$ cat src/rtl/sine_pwm_dac.sv
// sine_pwm_dac: turns a free-running WIDTH-bit sample stream into a single-bit
// PWM waveform, latching one sample per 2^WIDTH-clock period.
// Optional macro SINE_PWM_DAC_COMPL_EN adds a dead-time protected
// complementary output on pwm_n_out; without it pwm_n_out is tied low.
module sine_pwm_dac #(
  parameter int WIDTH    = 8,
  parameter int DEADTIME = 2
) (
  input  logic             clk,
  input  logic             rst_n,
  input  logic             en,
  input  logic [WIDTH-1:0] din,
  output logic             pwm_out,
  output logic             pwm_n_out,
  output logic             period_start,
  output logic [WIDTH-1:0] duty_q,
  output logic             running
);

  localparam logic [0:0]       S_IDLE  = 1'b0;
  localparam logic [0:0]       S_RUN   = 1'b1;
  localparam logic [WIDTH-1:0] CNT_MAX = '1;

  logic [0:0]       state, state_n;
  logic [WIDTH-1:0] cnt, cnt_n, duty_n;
  logic             start_n, raw_n, run_n;

  // Next-state view: every registered output is derived from these so that
  // the outputs in cycle k already reflect cnt=k (no extra output latency).
  always_comb begin
    state_n = state;
    cnt_n   = cnt;
    duty_n  = duty_q;
    start_n = 1'b0;
    case (state)
      S_IDLE: begin
        if (en) begin
          state_n = S_RUN;
          cnt_n   = '0;
          duty_n  = din;
          start_n = 1'b1;
        end
      end
      default: begin
        if (cnt == CNT_MAX) begin
          // en only matters at the period boundary, so periods never truncate
          cnt_n = '0;
          if (en) begin
            duty_n  = din;
            start_n = 1'b1;
          end else begin
            state_n = S_IDLE;
          end
        end else begin
          cnt_n = cnt + 1'b1;
        end
      end
    endcase
    run_n = (state_n == S_RUN);
    raw_n = run_n && (cnt_n < duty_n);
  end

  // Core state, period counter, latched sample and status outputs
  always_ff @(posedge clk) begin
    if (!rst_n) begin
      state        <= S_IDLE;
      cnt          <= '0;
      duty_q       <= '0;
      period_start <= 1'b0;
      running      <= 1'b0;
    end else begin
      state        <= state_n;
      cnt          <= cnt_n;
      duty_q       <= duty_n;
      period_start <= start_n;
      running      <= run_n;
    end
  end

`ifdef SINE_PWM_DAC_COMPL_EN
  localparam logic [3:0] DT = 4'(DEADTIME);

  logic [3:0] dt, dt_n;
  logic       raw_q;

  // Dead-time counter restarts on every raw edge and saturates at DT
  always_comb begin
    if (raw_n != raw_q) dt_n = '0;
    else if (dt < DT)   dt_n = dt + 1'b1;
    else                dt_n = dt;
  end

  // Complementary outputs, each held off for DT cycles after a raw edge
  always_ff @(posedge clk) begin
    if (!rst_n) begin
      raw_q     <= 1'b0;
      dt        <= '0;
      pwm_out   <= 1'b0;
      pwm_n_out <= 1'b0;
    end else begin
      raw_q     <= raw_n;
      dt        <= dt_n;
      pwm_out   <= raw_n && (dt_n >= DT);
      pwm_n_out <= run_n && !raw_n && (dt_n >= DT);
    end
  end
`else
  // Plain PWM output; complementary pin unused
  always_ff @(posedge clk) begin
    if (!rst_n) begin
      pwm_out   <= 1'b0;
      pwm_n_out <= 1'b0;
    end else begin
      pwm_out   <= raw_n;
      pwm_n_out <= 1'b0;
    end
  end
`endif

endmodule

$ cat config.mk
export PLATFORM = sky130hd
export DESIGN_NAME = sine_pwm_dac
export DESIGN_NICKNAME = d
export VERILOG_FILES = /design/src/rtl/sine_pwm_dac.sv
export SDC_FILE = /design/constraint.sdc
export NUM_CORES = 1
export LEC_CHECK = 0
export ABC_AREA = 1
export BUFFER_PORTS_ARGS = -buffer_cell sky130_fd_sc_hd__clkbuf_2
export CAP_MARGIN = 10
export CORE_MARGIN = 3
export CORE_UTILIZATION = 52
export DETAILED_ROUTE_END_ITERATION = 10
export GPL_TIMING_DRIVEN = 0
export PLACE_DENSITY = 0.77
export SLEW_MARGIN = 10
export SYNTH_ARGS = -nofsm -noshare
export SYNTH_HDL_FRONTEND = slang
export SYNTH_SLANG_ARGS = --single-unit
$ cat constraint.sdc
create_clock -name clk -period 2.2 [get_ports clk]
set_input_delay 0.33 -clock clk [delete_from_list [all_inputs] [get_ports clk]]
set_output_delay 0.33 -clock clk [all_outputs]
set_load 0.02 [all_outputs]
* Word-level counts from Yosys, hierarchy flattened *
Cells that the tools add are included.

storage, ports and cells
  logic and storage cells = 20
  output and inout bits = 12
  register bits after elaboration = 19
  bits of input ports = 11

operators by class
  reduce and logical (&&, ||, !) cells = 1
  multiplexer cells = 11
  add/subtract/negate cells = 1
  magnitude comparators = 1
  equality and inequality tests = 1

operators by type and width
  operator               number
  $mux W8                6
  $add A8 B1 Y8 const B  1
  $eq A8 B8 Y1 const B   1
  $lt A8 B8 Y1           1
  $mux W1                5
  $logic_and A1 B1 Y1    1

* Logic depth before layout (Yosys ltp) *
  word-level depth = 5
  gate-level depth with buffers = 14
  mapped depth without buffers = 14

* Worst setup path before layout *
Ideal clock, no wire load.

  kind = reg2reg
  start point = reg cnt[0]
  end point = reg pwm_out
  path slack = 0.307 ns
  clock period less this slack = 1.893 ns
  cell stages (with the launch flop) = 15
  data arrival time = 1.772 ns
  data required time = 2.079 ns
  library setup time = 0.121 ns
  buffers on the path = 0
  cells stage by stage = dfxtp_1 ha_1 nand2_2 nor2_4 nand2_4 nand2_8 nand2_4 mux2i_1 ha_1 inv_1 o21bai_2 nand2_1 nand2_1 nand2_1 a21oi_2

on the way
  cells in the longest elaborated chain, start to end = 5
  elaborated cells between the ends (all ways) = 11
  those cells by class = add/sub (1); order compare (1); eq/ne (1); mux (7); reduce/logical (1)

ends and longest elaborated chain
  element                                        line    text
  from (decl)                                    25      logic [WIDTH-1:0] cnt, cnt_n, duty_n;
  from (signal assigned)                         73      cnt <= cnt_n;
  $add A8 B1 Y8 or $eq A8 B8 Y1 (tied branches)  55, 45
  $mux W8                                        45      if (cnt == CNT_MAX) begin
  $mux W8                                        35      case (state)
  $lt A8 B8 Y1                                   60      raw_n = run_n && (cnt_n < duty_n);
  $logic_and A1 B1 Y1 (*)                        60
  to (signal assigned)                           114     pwm_out <= raw_n;
  to (decl)                                      13      output logic pwm_out,

Every way passes the cells marked *; elsewhere a longest branch is shown, timed or not.
A chain may end at the register's enable or synchronous reset.

* Worst setup path after layout *
Ends and elaborated chain as after synthesis.

==> impl_metrics.env <==
export IMPL_max_clock_freq_ghz=0.494
export IMPL_fillCellCount=166
export IMPL_grt_pass1_wl_mm=3.48
export IMPL_total_power_w=0.000690
export IMPL_avgSynthCellArea_um2=8.01
export IMPL_leakage_nw=0.642
export IMPL_finClkSkew_ns=0.0115
export IMPL_final_area_um2=1250
export IMPL_drv_cap=0
export IMPL_worstPathArrival_ns=2.24
export IMPL_ys_seq_elements=19
export IMPL_synth_cells=132
export IMPL_setup_violations=0
export IMPL_synth_largest_area_cell="dfxtp_1"
export IMPL_worst_setup_path_type="reg2reg"
export IMPL_multi_input_area_um2=614
export IMPL_final_common_cell="clkbuf_2"
export IMPL_timing_rr_start="cnt[0]$_SDFF_PN0_"
export IMPL_placed_cell_area_um2=1190
export IMPL_drc=0
export IMPL_clkLatencyLatePin_ns=0.31
export IMPL_h_tree_depth=1
export IMPL_grt_max_degree=13
export IMPL_startpoint_type="flop"
export IMPL_drive_above_1_share_pct=30.6
export IMPL_synth_top_area_share_pct=36.0
export IMPL_layout_common_cells="21 x clkbuf_2, 20 x nor2_1, 18 x nand2_1"
export IMPL_ff2ff_setup_slack_ns=0.17
export IMPL_powerDensity_nw_per_um2=551
export IMPL_drv_slew=0
export IMPL_die_area_um2=2610
export IMPL_coreArea_um2=1820
export IMPL_dr_pass1_iters=4
export IMPL_vias=925
export IMPL_netlist_area_um2=1060
export IMPL_wl_mm=2.02
export IMPL_critPathMaxFanout=8
export IMPL_crit_reg2reg_capture="pwm_out$_SDFF_PN0_"
export IMPL_antenna_cells=0
export IMPL_final_util_pct=68.8
export IMPL_critPathRequiredTime_ns=2.41
export IMPL_grt_pass1_vias=841
export IMPL_hp_class="in2reg"
export IMPL_synth_cell_types=29
export IMPL_seq_area_um2=385
export IMPL_area_growth_pct=18.5
export IMPL_rows=15
export IMPL_peakVddDrop_v=0.000473
export IMPL_slowest_stage="dfxtp_4"
export IMPL_status="finished clean"
export IMPL_cts_setup_buffers=0
export IMPL_antenna_found_initial=0
export IMPL_die_x_um=51.1
export IMPL_ant_nets=0
export IMPL_cts_sinks=19
export IMPL_path_common_cell="nand2_1"
export IMPL_place_hpwl_mm=1.63
export IMPL_max_stage_delay_ns=0.39
export IMPL_drt_first_iter_violations=16
export IMPL_min_to="duty_q[3]$_SDFF_PN0_"
export IMPL_reg2reg_depth=14
export IMPL_fin_setup_tns_ns=0
export IMPL_finalHoldViolations=0
export IMPL_fin_crit_ns=2.03
export IMPL_ys_warn_count=0
export IMPL_port_buffers=21
export IMPL_initial_utilization_pct=58.1
export IMPL_cts_hold_fix_buffers=0
export IMPL_grt_overflow=0
export IMPL_cts_buffers=3
export IMPL_die_h_um=51.1
export IMPL_hold_path_depth=3
export IMPL_vias_per_cell=5.08
export IMPL_synth_seq_area_share_pct=36.0
export IMPL_cts_root_buffer="clkbuf_4"
export IMPL_wl_per_cell_um=11.1
export IMPL_syn_nets=151
export IMPL_clockBufferDepth=2
export IMPL_endpoint_kind="flop"
export IMPL_path_cells="ha_2, nand2_2, nor2_4, nand2_4, nand2_8, nand2_8, mux2i_4, ha_1, inv_1, o21bai_2, nand2_1, nand2_1, nand2_1, a21oi_2"
export IMPL_cts_tree="done"
export IMPL_io_pins=23
export IMPL_gp_congestion=0.849
export IMPL_min_delay_start="din[3]"
export IMPL_yosys_top_cells_area="dfxtp_1 36%, ha_1 9.5%, nor2_1 7.1%"
export IMPL_final_nets=177
export IMPL_finalCritPeriodShare_pct=92.1
export IMPL_grt_usage_pct=17.5
export IMPL_cts_clk_slew_worst_paths_ns=0.12
export IMPL_rsz0062_at_grt="false"
-- worst max-delay path by stage --
stage | to | start | cells after the start
after floorplan | pwm_out$_SDFF_PN0_ | cnt[0]$_SDFF_PN0_ | 14
after global placement | pwm_out$_SDFF_PN0_ | cnt[0]$_SDFF_PN0_ | 14
after detailed placement | pwm_out$_SDFF_PN0_ | cnt[0]$_SDFF_PN0_ | 14
after CTS | pwm_out$_SDFF_PN0_ | cnt[0]$_SDFF_PN0_ | 14
after global routing | pwm_out$_SDFF_PN0_ | cnt[0]$_SDFF_PN0_ | 14
final | pwm_out$_SDFF_PN0_ | cnt[0]$_SDFF_PN0_ | 14
-- synthesized netlist by cell type --
library cell  number
a21boi_0           1
a21o_1             1
a21oi_1            9
a21oi_2            1
buf_4              1
buf_6              1
clkbuf_1           1
clkinv_1           1
conb_1             1
dfxtp_1           19
ha_1               8
inv_1             13
inv_2              3
mux2i_1            7
nand2_1           18
nand2_2            5
nand2_4            2
nand2_8            1
nand3_1            6
nand3_2            1
nand4_1            2
nor2_1            20
nor2_4             2
o211ai_1           2
o21a_2             1
o21ai_0            1
o21ai_1            2
o21bai_2           1
o22ai_1            1
-- flip-flops by register name (all words and copies together), names as in the netlist --
signal        count
duty_q            8
cnt               8
state             1
period_start      1
pwm_out           1
-- metal layers --
layer	part of all wire (%)	global-route usage (%)	up-vias
met3	4.6	2.04	7
met2	50	31.1	22
li1	-	-	479
met4	2.6	7.62	0
met1	43	21.0	417
met5	0	0	-
-- layout make-up --
| type | count | area share [%] |
|---|---|---|
| well taps | 25 | 2.50 |
| multi-input cells | 93 | 49.1 |
| plain buffers | 3 | 1.80 |
| inverters | 17 | 5.09 |
| repair buffers | 21 | 8.39 |
| clock inverters | 1 | 0.599 |
| flip-flops and latches | 19 | 30.8 |
| clock buffers | 3 | 1.80 |
-- worst max-delay path: cells and delay by family, from the launching register on --
kind	cells	cell delay (ns)
multiplexers	1	0.20
buffers and inverters	1	0.03
adder cells (fa/ha/maj)	2	0.48
flip-flops	1	0.39
AND/OR/NAND/NOR	8	0.62
AO/OA/AOI/OAI	2	0.21
-- power breakdown --
part / switching [W] / total [W] / internal [W]
registers: 0.00000893 / 0.000368 / 0.000359
clock network: 0.000113 / 0.000182 / 0.0000694
logic: 0.0000842 / 0.000140 / 0.0000559
-- cell families after synthesis --
logic type | after synthesis | synth area share, %
compound gates | 20 | 11.8
fa+ha+maj | 8 | 9.47
buf+inv | 20 | 8.17
flops | 19 | 36.0
mux | 7 | 6.63
other cells | 1 | 0.355
simple gates | 57 | 27.6
-- metrics by stage --
step | instances | worst slack (ns) | hold slack [ns]
4_1_cts | 182 | 0.108 | 0.283
2_1_floorplan | 132 | 0.307 | 0.499
3_3_place_gp | 178 | 0.160 | 0.512
5_1_grt | 182 | 0.0220 | 0.323
3_5_place_dp | 178 | 0.130 | 0.524
6_report | 182 | 0.174 | 0.277
-- repair_timing --
item                                    CTS  global route
resized for setup                         0             7
hold endpoints to repair                  0             0
endpoints found under the setup margin    0             1
Power figures use the tool's default switching activity.
